$ cat src/rtl/led_pattern_gen.sv
// Multi-channel LED pattern generator (OFF/ON/BLINK/ONESHOT) from a shared prescaled tick.
// Latency: a write shows on led one clock later; tick-driven led/done changes are registered.
// Backpressure: none; every write is accepted. Optional feature macro: LED_ACTIVE_LOW_EN (led = ~state).
module led_pattern_gen #(
    parameter int CLK_HZ  = 50_000_000,
    parameter int TICK_HZ = 1000,
    parameter int CH_W    = 2,
    parameter int CNT_W   = 16
) (
    input  logic                   clk,
    input  logic                   rst,
    input  logic                   wr_en,
    input  logic [CH_W-1:0]        wr_ch,
    input  logic [1:0]             wr_mode,
    input  logic [CNT_W-1:0]       wr_half,
    output logic [(2**CH_W)-1:0]   led,
    output logic [(2**CH_W)-1:0]   done,
    output logic                   tick
);

    localparam int CHANNELS = 2 ** CH_W;
    // DIV must be at least 2 so the prescaler has a distinct terminal count.
    localparam int DIV      = CLK_HZ / TICK_HZ;
    localparam int PW       = (DIV > 1) ? $clog2(DIV) : 1;
    localparam logic [PW-1:0] PCNT_LAST = PW'(DIV - 1);

    typedef enum logic [1:0] {
        MODE_OFF     = 2'b00,
        MODE_ON      = 2'b01,
        MODE_BLINK   = 2'b10,
        MODE_ONESHOT = 2'b11
    } mode_e;

    // Prescaler state
    logic [PW-1:0]         pcnt_q;
    logic [PW-1:0]         pcnt_d;

    // Per-channel state
    mode_e                 mode_q  [CHANNELS];
    mode_e                 mode_d  [CHANNELS];
    logic [CNT_W-1:0]      half_q  [CHANNELS];
    logic [CNT_W-1:0]      half_d  [CHANNELS];
    logic [CNT_W-1:0]      cnt_q   [CHANNELS];
    logic [CNT_W-1:0]      cnt_d   [CHANNELS];
    logic [CHANNELS-1:0]   state_q;
    logic [CHANNELS-1:0]   state_d;
    logic [CHANNELS-1:0]   done_q;
    logic [CHANNELS-1:0]   done_d;

    // Tick is a pure decode of the prescaler terminal count; writes never disturb it.
    assign tick = (pcnt_q == PCNT_LAST);

    // Free-running prescaler: 0..DIV-1 then wrap.
    always_comb begin
        pcnt_d = pcnt_q + PW'(1);
        if (pcnt_q == PCNT_LAST) begin
            pcnt_d = '0;
        end
    end

    // Per-channel next state: a write to a channel takes priority over its tick-driven update.
    always_comb begin
        state_d = state_q;
        done_d  = '0;
        for (int i = 0; i < CHANNELS; i++) begin
            mode_d[i] = mode_q[i];
            half_d[i] = half_q[i];
            cnt_d[i]  = cnt_q[i];

            if (wr_en && (wr_ch == CH_W'(i))) begin
                mode_d[i]  = mode_e'(wr_mode);
                // A zero half-period would never expire; clamp it to one tick.
                half_d[i]  = (wr_half == '0) ? CNT_W'(1) : wr_half;
                cnt_d[i]   = '0;
                state_d[i] = (wr_mode != 2'b00);
            end else if (tick && ((mode_q[i] == MODE_BLINK) || (mode_q[i] == MODE_ONESHOT))) begin
                // half is never 0, so cnt stays within 0..half-1 and cannot wrap.
                if (cnt_q[i] == (half_q[i] - CNT_W'(1))) begin
                    cnt_d[i] = '0;
                    if (mode_q[i] == MODE_BLINK) begin
                        state_d[i] = ~state_q[i];
                    end else begin
                        state_d[i] = 1'b0;
                        mode_d[i]  = MODE_OFF;
                        done_d[i]  = 1'b1;
                    end
                end else begin
                    cnt_d[i] = cnt_q[i] + CNT_W'(1);
                end
            end
        end
    end

    // Prescaler register; reset realigns the tick phase.
    always_ff @(posedge clk) begin
        if (rst) begin
            pcnt_q <= '0;
        end else begin
            pcnt_q <= pcnt_d;
        end
    end

    // Channel registers; reset overrides any same-cycle write and aborts patterns silently.
    always_ff @(posedge clk) begin
        if (rst) begin
            state_q <= '0;
            done_q  <= '0;
            for (int i = 0; i < CHANNELS; i++) begin
                mode_q[i] <= MODE_OFF;
                half_q[i] <= CNT_W'(1);
                cnt_q[i]  <= '0;
            end
        end else begin
            state_q <= state_d;
            done_q  <= done_d;
            for (int i = 0; i < CHANNELS; i++) begin
                mode_q[i] <= mode_d[i];
                half_q[i] <= half_d[i];
                cnt_q[i]  <= cnt_d[i];
            end
        end
    end

    assign done = done_q;

`ifdef LED_ACTIVE_LOW_EN
    // Board LEDs sink current: a dark LED (OFF or reset) drives 1.
    assign led = ~state_q;
`else
    assign led = state_q;
`endif

endmodule

$ cat config.mk
export PLATFORM = sky130hd
export DESIGN_NAME = led_pattern_gen
export DESIGN_NICKNAME = d
export VERILOG_FILES = /design/src/rtl/led_pattern_gen.sv
export SDC_FILE = /design/constraint.sdc
export NUM_CORES = 1
export LEC_CHECK = 0
export BUFFER_PORTS_ARGS = -buffer_cell sky130_fd_sc_hd__buf_4
export CORE_ASPECT_RATIO = 0.5
export CORE_UTILIZATION = 48
export DETAILED_ROUTE_END_ITERATION = 7
export SYNTH_ARGS = -nofsm -noshare
export SYNTH_HDL_FRONTEND = slang
export SYNTH_SLANG_ARGS = --single-unit
$ cat constraint.sdc
create_clock -name clk -period 9 [get_ports clk]
set_input_delay 1.35 -clock clk [delete_from_list [all_inputs] [get_ports clk]]
set_output_delay 1.35 -clock clk [all_outputs]
set_load 0.05 [all_outputs]
After elaboration in Yosys (flattened, before gate mapping):

Memory sizes are Yosys's and may differ from the RTL's.
Index checks and enable logic that the tools add are counted.

* $add $sub $neg: 9
* eq/ne operators: 16
* multiply operators: 0
* shifts and indexed selects: 0
* multiplexer cells: 68
* div/mod/pow operators: 0
* bitwise logic cells: 24
* reductions and logical operators: 32
* $lt $le $gt $ge: 0

Operator list (count)
* $mux 16: 25
* $add 16x1->16 const B: 5
* $eq 16x16->1: 4
* $sub 16x1->16 const B: 4
* $mux 2: 20
* $mux 1: 23
* $eq 2x2->1 const B: 10
* $reduce_bool 2->1: 9
* $eq 16x16->1 const B: 1
* $logic_not 16->1: 1
* $reduce_or 4->1: 4
* $not 1->1: 12
* $or 1x1->1: 12
* $logic_and 1x1->1: 8
* $reduce_and 2->1: 4
* $logic_or 1x1->1: 4
* $eq 2x1->1 const B: 1
* $logic_not 2->1: 1
* $reduce_or 2->1: 1

* ROM bits: 0
* bits in registers: 24
* logic and storage cells: 161
* input port bits: 23
* memory bits (writable): 136
* memories: 3
* latch bits: 0

Memory list
* cnt_q: words 4, bits a word 16, rd ports 4, clocked after Yosys merged registers in 0, write ports 4, RTL line 43 `logic [CNT_W-1:0] cnt_q [CHANNELS];`
* half_q: words 4, bits a word 16, rd ports 4, clocked after Yosys merged registers in 0, write ports 4, RTL line 41 `logic [CNT_W-1:0] half_q [CHANNELS];`
* mode_q: words 4, bits a word 2, rd ports 4, clocked after Yosys merged registers in 0, write ports 4, RTL line 39 `mode_e mode_q [CHANNELS];`

Logic depth before layout (Yosys ltp):

Gate-level depths: netlist of run 1.

* depth in word-level cells: 6
* gate-level depth with buffers: 12
* gate-level depth less buffers: 9

Worst setup path after synthesis of run 1:

OpenSTA, ideal clock, no wires.

* path kind: in2reg
* from: input wr_ch[1]
* to: memory cnt_q[0][10]
* stages on the path: 6
* data arrival time: 2848 ps
* path slack: 6025 ps
* cells stage by stage: clkbuf_1 nor3b_1 nor2_1 o21ai_1 clkbuf_1 nor2_1

RTL lines
* from (decl): RTL line 13 `input logic [CH_W-1:0] wr_ch,`
* to (decl): RTL line 43

==> summary.md, run 1 <==
| Metric | Value |
|---|---|
| H-tree depth | `4` |
| RSZ-0062 raised after global routing | `false` |
| Sequential cell area fraction in the yosys report | `36.76%` |
| Vias per cell | `around 5.6` |
| Worst-Margin Slew | `1.116 ns` |
| Worst-path clk slew | `0.07 ns` |
| Design area | `roughly 0.0096 mm^2` |
| Via total after detailed routing | `7560` |
| CTS tree | `yes` |
| R2R setup slack | `approximately 5.6 ns` |
| Leak | `approximately 3.5 nW` |
| N_diodes | `0` |
| Row Count | `34` |
| Count of cell types in the netlist | `69` |
| Num Clock Sinks | `160` |
| Power Density | `172.3 mW/mm^2` |
| First-iteration detailed-routing DRC count | `487` |
| Root buffer cell | `clkbuf_16` |
| Max-cap viol count | `0` |
| Area Growth Syn to Fin | `10.37%` |
| Largest net degree at the start of global routing | `62` |
| Die span in y | `97.27 um` |
| WL/cell | `16.07 um` |
| Kind of critical path | `flop to flop` |
| Failing checks | `design-rule violations` |
| RR Endpoint | `cnt_q[2][1]$_SDFFE_PP0P_` |
| Routed WL | `around 22000 um` |
| Synth warn | `0` |
| Final cell count without fillers | `~1300` |
| Main synth FF type | `dfxtp_1` |
| Die area | `0.01873 mm^2` |
| Sequential share of power | `between 40% and 50%` |
| Worst-skew pair later-pin latency | `0.44 ns` |
| Nets@finish | `1129` |
| Most instantiated library cell after synthesis | `nand2_1` |
| Cts bufs inserted | `17` |
| Antenna violations before repair | `0` |
| Post-CTS Repair Setup Buffers | `0` |
| Final count of hold timing violations | `0` |
| Commonest cells post-synth | `nand2_1, dfxtp_1, nor2_1` |
| Post-Syn Area | `0.008713 mm^2` |
| Hold_sp | `pcnt_q[0]$_SDFF_PP0_` |
| Path type of the worst min-delay path | `flop to flop` |
| Hold path cells | `1` |
| Hold Path End | `pcnt_q[0]$_SDFF_PP0_` |
| Drt drc | `2` |
| Mean Syn Cell Area | `7.871 um^2` |
| Max-slew violations | `0` |
| Clock share of power | `around 47%` |
| Post-synthesis cell count | `around 1100` |
| Slew Limit Headroom | `25.13%` |
| Top cells by area, synth | `dfxtp_1, xor2_1, nand2_1` |
| Switch share | `26.34%` |
| Final setup margin | `5.583 ns` |
| Post-CTS Resized | `0` |
| Syn nets | `1139` |
| Status | `complete, but fails checks` |
| Post-Place Cell Area | `about 0.0090 mm^2` |
| Setup violators final | `0` |
| Grt ovf | `0` |
| Initial Util | `49.59%` |
| Setup TNS | `0 ns` |
| I/O pin cnt | `32` |
| Worst Skew | `0.01324 ns` |
| Final period util | `between 30% and 40%` |
| R2r startpoint | `half_q[2][0]$_SDFFE_PP1P_` |
| PortBufs | `31` |
| Peak Freq | `a little under 300 MHz` |
| Psw | `0.4366 mW` |
| Vias in the first global route | `6935` |
| Combinational power share | `8.4%` |
| GRT Total Usage | `24.17%` |
| Fillers | `1672` |
| Layout cell share with drive strength beyond 1 | `7.297%` |
| First-pass GRT wire length | `about 36000 um` |
| FF-to-FF path depth | `9` |
| Cts hold-fix bufs | `0` |
| Crit path DAT | `3.72 ns` |
| Pre-CTS setup slack | `5.582 ns` |
| Dpl hpwl | `15230 um` |
| Flops & latches, synth | `160` |
| Die width | `192.5 um` |
| Final Wtd Congestion | `0.8640` |
| Area share of the largest cell type after synthesis | `a little under two fifths` |
| Antenna-violating nets left | `0` |
| Critical path required time | `9.31 ns` |
| Core footprint | `0.01757 mm^2` |
| Peak supply drop | `142.4 uV` |
| Placed insts | `1312` |
| EDFF count, synth | `0` |
| Setup crit end kind | `flop` |
| Crit Path Max Fanout | `16` |
| Cell internal pwr | `between 1 and 1.5 mW` |
| Ys async rst share | `0%` |
| Crit start category | `flop` |
| Max clock buf depth | `2` |
| Drt pass-1 iters | `7` |
| Minimum clock period | `3.417 ns` |
| Post-synth top area cell | `dfxtp_1` |
[worst max-delay path, stage by stage (launching register included)]
cell and delay (ns):
dfxtp_1 0.38, inv_1 0.08, ha_1 0.24, or4b_1 0.62
o31ai_1 0.33, o31ai_1 0.13, nor4_1 0.36, nor4b_1 0.49
or3_1 0.54, nor2_1 0.10
[cell type report]
type	instances	area [um^2]	area share (%)
well taps	234	292.8	3.044
flip-flops and latches	160	3203	33.31
inverters	21	78.83	0.8197
clock buffers	17	425.4	4.424
repair buffers	34	255.2	2.654
clock inverters	15	196.4	2.043
multi-input cells	863	5165	53.71
[power by group through the flow]
stage / combinational [mW] / sequential (mW) / clock (mW)
floorplan: 0.102 / 0.751 / 0
global placement: 0.136 / 0.756 / 0
detailed placement: 0.138 / 0.757 / 0
CTS: 0.139 / 0.740 / 0.791
global route: 0.155 / 0.743 / 0.825
finish: 0.139 / 0.741 / 0.777
[per-layer routing]
metal,up-vias,wire length [um],track usage (%)
li1,3818,-,-
met1,3573,10820,35.08
met2,147,9479,36.69
met3,22,1064,4.334
met4,0,235,6.118
met5,-,0,0
[sequential cells by signal, summed over array words and instances, names as in the netlist]
register and count:
cnt_q 64, done 4, half_q 64, led 4
mode_q 8, pcnt_q 16
[logic make-up after synthesis]
logic type | synth area share, %
flops | 36.76
xor+xnor | 14.88
fa+ha+maj | 1.292
compound gates | 11.59
simple gates | 30.89
buf+inv | 4.021
mux | 0.5744
[worst max path at each step]
stage	startpoint	endpoint	slack, ns	cells after the start
3_5_place_dp	half_q[2][0]$_SDFFE_PP1P_	cnt_q[2][9]$_SDFFE_PP0P_	5.58	9
5_1_grt	half_q[2][0]$_SDFFE_PP1P_	cnt_q[2][4]$_SDFFE_PP0P_	5.24	9
3_3_place_gp	half_q[2][0]$_SDFFE_PP1P_	cnt_q[2][3]$_SDFFE_PP0P_	5.64	9
6_report	half_q[2][0]$_SDFFE_PP1P_	cnt_q[2][1]$_SDFFE_PP0P_	5.58	9
4_1_cts	half_q[2][0]$_SDFFE_PP1P_	cnt_q[2][0]$_SDFFE_PP0P_	5.55	9
2_1_floorplan	wr_ch[1]	cnt_q[0][10]$_SDFFE_PP0P_	6.02	6
[layout by cell type (no fill, tap or decap), types with 5 or more instances in the layout]
cell / Yosys / final
nand2_1: 184 / 184
dfxtp_1: 160 / 160
nor2_1: 136 / 136
xor2_1: 81 / 81
a21oi_1: 78 / 78
xnor2_1: 67 / 67
nand4_1: 38 / 38
buf_4: 2 / 34
and3_1: 23 / 23
nor3_1: 23 / 23
nand3_1: 23 / 23
nor4_1: 22 / 22
inv_1: 21 / 21
clkbuf_16: 0 / 17
o21ai_0: 11 / 11
or3_1: 10 / 10
o31ai_1: 9 / 9
nor3b_1: 10 / 9
o211ai_1: 9 / 9
or4_1: 9 / 9
ha_1: 9 / 9
nor4b_1: 8 / 8
nand3b_1: 8 / 8
and2_1: 8 / 8
or2_2: 6 / 6
a211o_1: 6 / 6
inv_6: 0 / 6
and4_1: 5 / 5
a31oi_1: 5 / 5
nor2b_1: 5 / 5
nand2b_1: 5 / 5
mux2i_1: 5 / 5
[stage by stage]
step           hold WS (ns)  total power, mW  utilization (%)
2_1_floorplan        0.4175           0.8531                -
3_3_place_gp         0.4302           0.8926            51.20
3_5_place_dp         0.4471           0.8951            51.20
4_1_cts              0.4588            1.670            54.74
5_1_grt              0.4756            1.723            54.74
6_report             0.4509            1.657            54.74
No activity file was read; power rests on OpenSTA's default activity.
==> run 2: changes to the inputs <==
- clock period: 9 -> 3.3 ns (I/O delays scaled with it)
==> run 2 against run 1 <==
The run still ends with design-rule violations left. Global-route usage rose by 0.60 points. Clock power grew to 2.7 times the previous value. Count of clock-buffer cells in the layout up 3. Sequential share of layout area is 0.38 points lower. Maximum frequency is 11% higher. Cell area grew 1.1%. Clock skew fell by 0.0014 ns. Die area did not move. Critical path type unchanged. Critical endpoint is now mode_q[2][1]$_SDFFE_PP0P_. Highest routed layer unchanged.
==> summary.md, run 2 (synthesized netlist as in run 1, its figures left out) <==
| Metric | Value |
|---|---|
| Max-cap viol count | `0` |
| Power consumption | `4.497 mW` |
| Area Growth Syn to Fin | `11.63%` |
| Vias per cell | `5.648` |
| Worst-skew pair later-pin latency | `about 0.43 ns` |
| Cts hold-fix bufs | `0` |
| Layout cell share with drive strength beyond 1 | `8.452%` |
| Crit path DAT | `about 3.4 ns` |
| Design area | `0.009727 mm^2` |
| Max clock buf depth | `2` |
| Power Density | `462.3 mW/mm^2` |
| H-tree depth | `4` |
| Root buffer cell | `clkbuf_16` |
| Post-Place Cell Area | `0.009107 mm^2` |
| Vias in the first global route | `6978` |
| Dpl hpwl | `between 15000 and 20000 um` |
| Leak | `3.560 nW` |
| Minimum clock period | `3.089 ns` |
| Most common cell after layout, fill and taps aside | `nand2_1` |
| Kind of critical path | `flop to flop` |
| Peak Freq | `323.7 MHz` |
| CTS tree | `yes` |
| I/O pin cnt | `32` |
| Num Clock Sinks | `160` |
| Nets@finish | `1144` |
| WL/cell | `16.32 um` |
| Path type of the worst min-delay path | `primary input to flop` |
| Drt pass-1 iters | `7` |
| N_diodes | `0` |
| Critical path required time | `3.59 ns` |
| Peak supply drop | `373.6 uV` |
| PortBufs | `31` |
| First-iteration detailed-routing DRC count | `620` |
| Pre-CTS setup slack | `between 0.2 and 0.25 ns` |
| Worst-Margin Slew | `roughly 0.86 ns` |
| Worst-path clk slew | `around 0.070 ns` |
| Drt drc | `2` |
| Status | `complete, but fails checks` |
| Setup violators final | `0` |
| Worst path slowest cell | `or4b_1` |
| Largest regs | `cnt_q (64), half_q (64), pcnt_q (16)` |
| Failing checks | `design-rule violations` |
| Row Count | `34` |
| GRT Total Usage | `between 20% and 30%` |
| Setup TNS | `0 ns` |
| Worst Skew | `between 0.01 and 0.015 ns` |
| Core footprint | `0.01757 mm^2` |
| First-pass GRT wire length | `36430 um` |
| R2R setup slack | `approximately 0.21 ns` |
| WP buf/inv | `1` |
| Final period util | `93.62%` |
| Worst-path cell chain | `inv_1, ha_1, or4b_1, nor4_4, xnor2_1, a2111o_1, or4b_4, o211ai_1, a21oi_1` |
| Setup crit end kind | `flop` |
| Crit Path Max Fanout | `7` |
| Die area | `0.01873 mm^2` |
| Crit path largest cell delay | `0.61 ns` |
| Max-slew violations | `0` |
| Most frequent cells in the layout | `nand2_1, dfxtp_1, nor2_1` |
| Die width | `192.5 um` |
| Antenna violations before repair | `0` |
| RSZ-0062 raised after global routing | `false` |
| Final Wtd Congestion | `0.8773` |
| Final count of hold timing violations | `0` |
| Grt ovf | `0` |
| Final setup margin | `0.2105 ns` |
| Crit start category | `flop` |
| Cts bufs inserted | `17` |
| Die span in y | `97.27 um` |
| Largest net degree at the start of global routing | `65` |
| CP delay by family, top | `simple AND/OR/NAND/NOR gates` |
| Initial Util | `49.59%` |
| Routed WL | `22170 um` |
| Slew Limit Headroom | `between 40% and 50%` |
| Antenna-violating nets left | `0` |
| Via total after detailed routing | `~7700` |
[run 2: worst min-delay path, stage by stage]
cell and delay [ns]:
buf_4 0.14, nand2_1 0.05, a21oi_1 0.05
[run 2: metal layers]
metal	up-vias	GRT usage, %	part of all wire (%)
met5	-	0	0
met4	0	6.239	0.91
met3	25	4.659	5.2
met2	178	37.38	44
met1	3620	36.01	49
li1	3847	-	-
[run 2: metrics by stage]
| step | util, % | cells | hold WS [ns] |
|---|---|---|---|
| after global placement | 51.84 | 1327 | 0.4305 |
| final | 55.36 | 1358 | 0.3500 |
| after detailed placement | 51.84 | 1327 | 0.4372 |
| after floorplan | - | 1107 | 0.4175 |
| after global routing | 55.36 | 1358 | 0.3435 |
| after CTS | 55.33 | 1358 | 0.3419 |
[run 2: final timing paths]
kind / from / end / cells after the start
min: wr_half[11] / half_q[0][11]$_SDFFE_PP0P_ / 3
max: half_q[2][0]$_SDFFE_PP1P_ / mode_q[2][1]$_SDFFE_PP0P_ / 9
min reg2reg: pcnt_q[0]$_SDFF_PP0_ / pcnt_q[0]$_SDFF_PP0_ / 1
max reg2reg: half_q[2][0]$_SDFFE_PP1P_ / mode_q[2][1]$_SDFFE_PP0P_ / 9
[run 2: cell type report]
type	count	area, um^2
Sequential cell	160	3203
Clock inverter	11	156.4
Timing Repair Buffer	49	367.9
Inverter	21	78.83
Multi-Input combinational cell	863	5171
Clock buffer	20	456.7
Fill cell	1667	7843
Tap cell	234	292.8
[run 2: power by group]
part / switching [mW] / internal [mW] / total, mW / leakage, nW
Clock: 0.842 / 1.24 / 2.08 / 0.289
Sequential: 0.0528 / 1.97 / 2.02 / 1.29
Combinational: 0.245 / 0.155 / 0.401 / 1.98
[run 2: repair_timing]
item,CTS,global route
resized for setup,0,1
endpoints found under the setup margin,0,16
buffers inserted,0,0
==> run 3: changes to the inputs <==
- CELL_PAD_IN_SITES_DETAIL_PLACEMENT: unset -> 1
- CELL_PAD_IN_SITES_GLOBAL_PLACEMENT: unset -> 2
- CORE_UTILIZATION: 48 -> 38
- CTS_CLUSTER_DIAMETER: unset -> 120
- PLACE_DENSITY_LB_ADDON: unset -> 0.1
==> run 3 against run 2 <==
The run now ends clean. Count of clock-buffer cells in the layout fell by 1. Final cell count up 5.2%. Worst setup slack improved by 0.0072 ns. Critical path type unchanged. Cell area up 1.1%.
==> summary.md, run 3 (synthesized netlist as in run 1, its figures left out) <==
| Metric | Value |
|---|---|
| Kind of critical path | `flop to flop` |
| Path type of the worst min-delay path | `primary input to flop` |
| Crit Path Max Fanout | `7` |
| First-pass GRT wire length | `approximately 42000 um` |
| RSZ-0062 raised after global routing | `false` |
| Fillers | `2669` |
| Antenna-violating nets left | `0` |
| Worst path slowest cell | `or4b_1` |
| Cts bufs inserted | `17` |
| Routed WL | `between 20000 and 30000 um` |
| Root buffer cell | `clkbuf_16` |
| Final period util | `93.40%` |
| Largest net degree at the start of global routing | `48` |
| Num Clock Sinks | `160` |
| PortBufs | `31` |
| Worst Skew | `0.01347 ns` |
| Vias per cell | `around 5.5` |
| Largest regs | `cnt_q (64), half_q (64), pcnt_q (16)` |
| Vias in the first global route | `7591` |
| WP depth | `9` |
| Power consumption | `4.479 mW` |
| Worst-path cell chain | `inv_1, ha_1, or4b_1, nor4_4, xnor2_1, a2111o_1, or4b_4, mux2i_1, o31ai_1` |
| Die width | `approximately 220 um` |
| Drt pass-1 iters | `5` |
| FF-to-FF path depth | `9` |
| Max-slew violations | `0` |
| Final count of hold timing violations | `0` |
| Minimum clock period | `3.082 ns` |
| CP delay by family, top | `simple AND/OR/NAND/NOR gates` |
| Row Count | `38` |
| Slew Limit Headroom | `43.81%` |
| Peak Freq | `324.4 MHz` |
| Hold path cells | `3` |
| Via total after detailed routing | `7796` |
| First-iteration detailed-routing DRC count | `447` |
| N_diodes | `0` |
| Final core utilization | `44.56%` |
| WP buf/inv | `1` |
| Layout cell share with drive strength beyond 1 | `9.131%` |
| WHS | `0.3308 ns` |
| Setup crit end kind | `flop` |
| CTS tree | `yes` |
| Die area | `0.02358 mm^2` |
| Setup violators final | `0` |
| Power Density | `455.7 mW/mm^2` |
| GRT Total Usage | `22.86%` |
| Drt drc | `0` |
| Peak supply drop | `324.6 uV` |
| Max-cap viol count | `0` |
| H-tree depth | `4` |
| Grt ovf | `0` |
| Setup TNS | `0 ns` |
| WL/cell | `18.21 um` |
| Crit start category | `flop` |
| Initial Util | `39.50%` |
| Max clock buf depth | `2` |
| Leak | `3.581 nW` |
| Antenna violations before repair | `0` |
| Critical path required time | `roughly 3.7 ns` |
| Nets@finish | `approximately 1100` |
| Dpl hpwl | `18740 um` |
| Area Growth Syn to Fin | `12.81%` |
| Most frequent cells in the layout | `nand2_1, dfxtp_1, nor2_1` |
| Worst-Margin Slew | `between 0.8 and 0.9 ns` |
| Crit path largest cell delay | `0.62 ns` |
| Crit path DAT | `between 3 and 4 ns` |
| Worst-path clk slew | `0.07 ns` |
| Core footprint | `0.02206 mm^2` |
| Worst-skew pair later-pin latency | `0.45 ns` |
| Most common cell after layout, fill and taps aside | `nand2_1` |
| Final Wtd Congestion | `0.8394` |
| I/O pin cnt | `32` |
| Die span in y | `109.1 um` |
| Status | `complete, no violations` |
## run 3: cell types whose count changed in the layout (fill, tap and decap cells not counted), moves of 2 or more
cell | before | now
inv_8 | 0 | 2
clkinvlp_4 | 3 | 0
buf_4 | 49 | 52
bufinv_16 | 3 | 1
inv_6 | 2 | 7
## run 3: where the power goes
group          leakage, nW  internal (mW)  total (mW)  switching (mW)
combinational         1.99          0.158       0.412           0.255
clock                0.294           1.11        2.04           0.934
sequential            1.29           1.97        2.02          0.0568
total                 3.58           3.23        4.48            1.25
## run 3: path summary, 6_finish.rpt
kind,from,to,slack [ns]
setup reg to reg,half_q[2][0]$_SDFFE_PP1P_,led[2]$_SDFFE_PP0P_,0.22
hold reg to reg,pcnt_q[0]$_SDFF_PP0_,pcnt_q[0]$_SDFF_PP0_,0.45
setup / recovery,half_q[2][0]$_SDFFE_PP1P_,led[2]$_SDFFE_PP0P_,0.22
hold / removal,wr_half[6],half_q[0][6]$_SDFFE_PP0P_,0.33
## run 3: layout make-up
| class | count | area (um^2) | area share (%) |
|---|---|---|---|
| sequential | 160 | 3203 | 32.59 |
| tap | 300 | 375.4 | 3.819 |
| multi-input combinational | 863 | 5189 | 52.79 |
| timing repair buffer | 52 | 390.4 | 3.971 |
| clock buffer | 19 | 452.9 | 4.608 |
| clock inverter | 13 | 140.1 | 1.426 |
| inverter | 21 | 78.83 | 0.8019 |
## run 3: per-layer routing
layer / vias to the layer above / part of all wire, % / global-route usage (%) / routed length (um)
li1: 3849 / - / - / -
met4: 0 / 1.2 / 6.338 / 311
met2: 82 / 43 / 35.16 / 11260
met3: 18 / 3.1 / 4.435 / 813
met5: - / 0 / 0 / 0
met1: 3847 / 52 / 32.46 / 13620
## run 3: what timing repair did
| action | 4_1_cts | 5_1_grt |
|---|---|---|
| setup buffers | 0 | 0 |
| endpoints found under the hold margin | 0 | 0 |
| setup endpoints to repair | 0 | 19 |
| resized for setup | 0 | 4 |
| hold buffers | 0 | 0 |
## run 3: worst register-to-register path: stages (launching register included)
cell and delay [ns]:
dfxtp_1 0.37, inv_1 0.08, ha_1 0.25, or4b_1 0.62, nor4_4 0.31, xnor2_1 0.09, a2111o_1 0.42, or4b_4 0.53
mux2i_1 0.14, o31ai_1 0.18
## run 3: metrics by stage
step                area, um^2  setup WS, ns  std cells
finish                    9829        0.2177       1428
global route              9829       0.01692       1428
CTS                       9806        0.1662       1428
detailed placement        9213        0.2101       1396
global placement          9213        0.3093       1396
floorplan                 8713        0.4161       1107
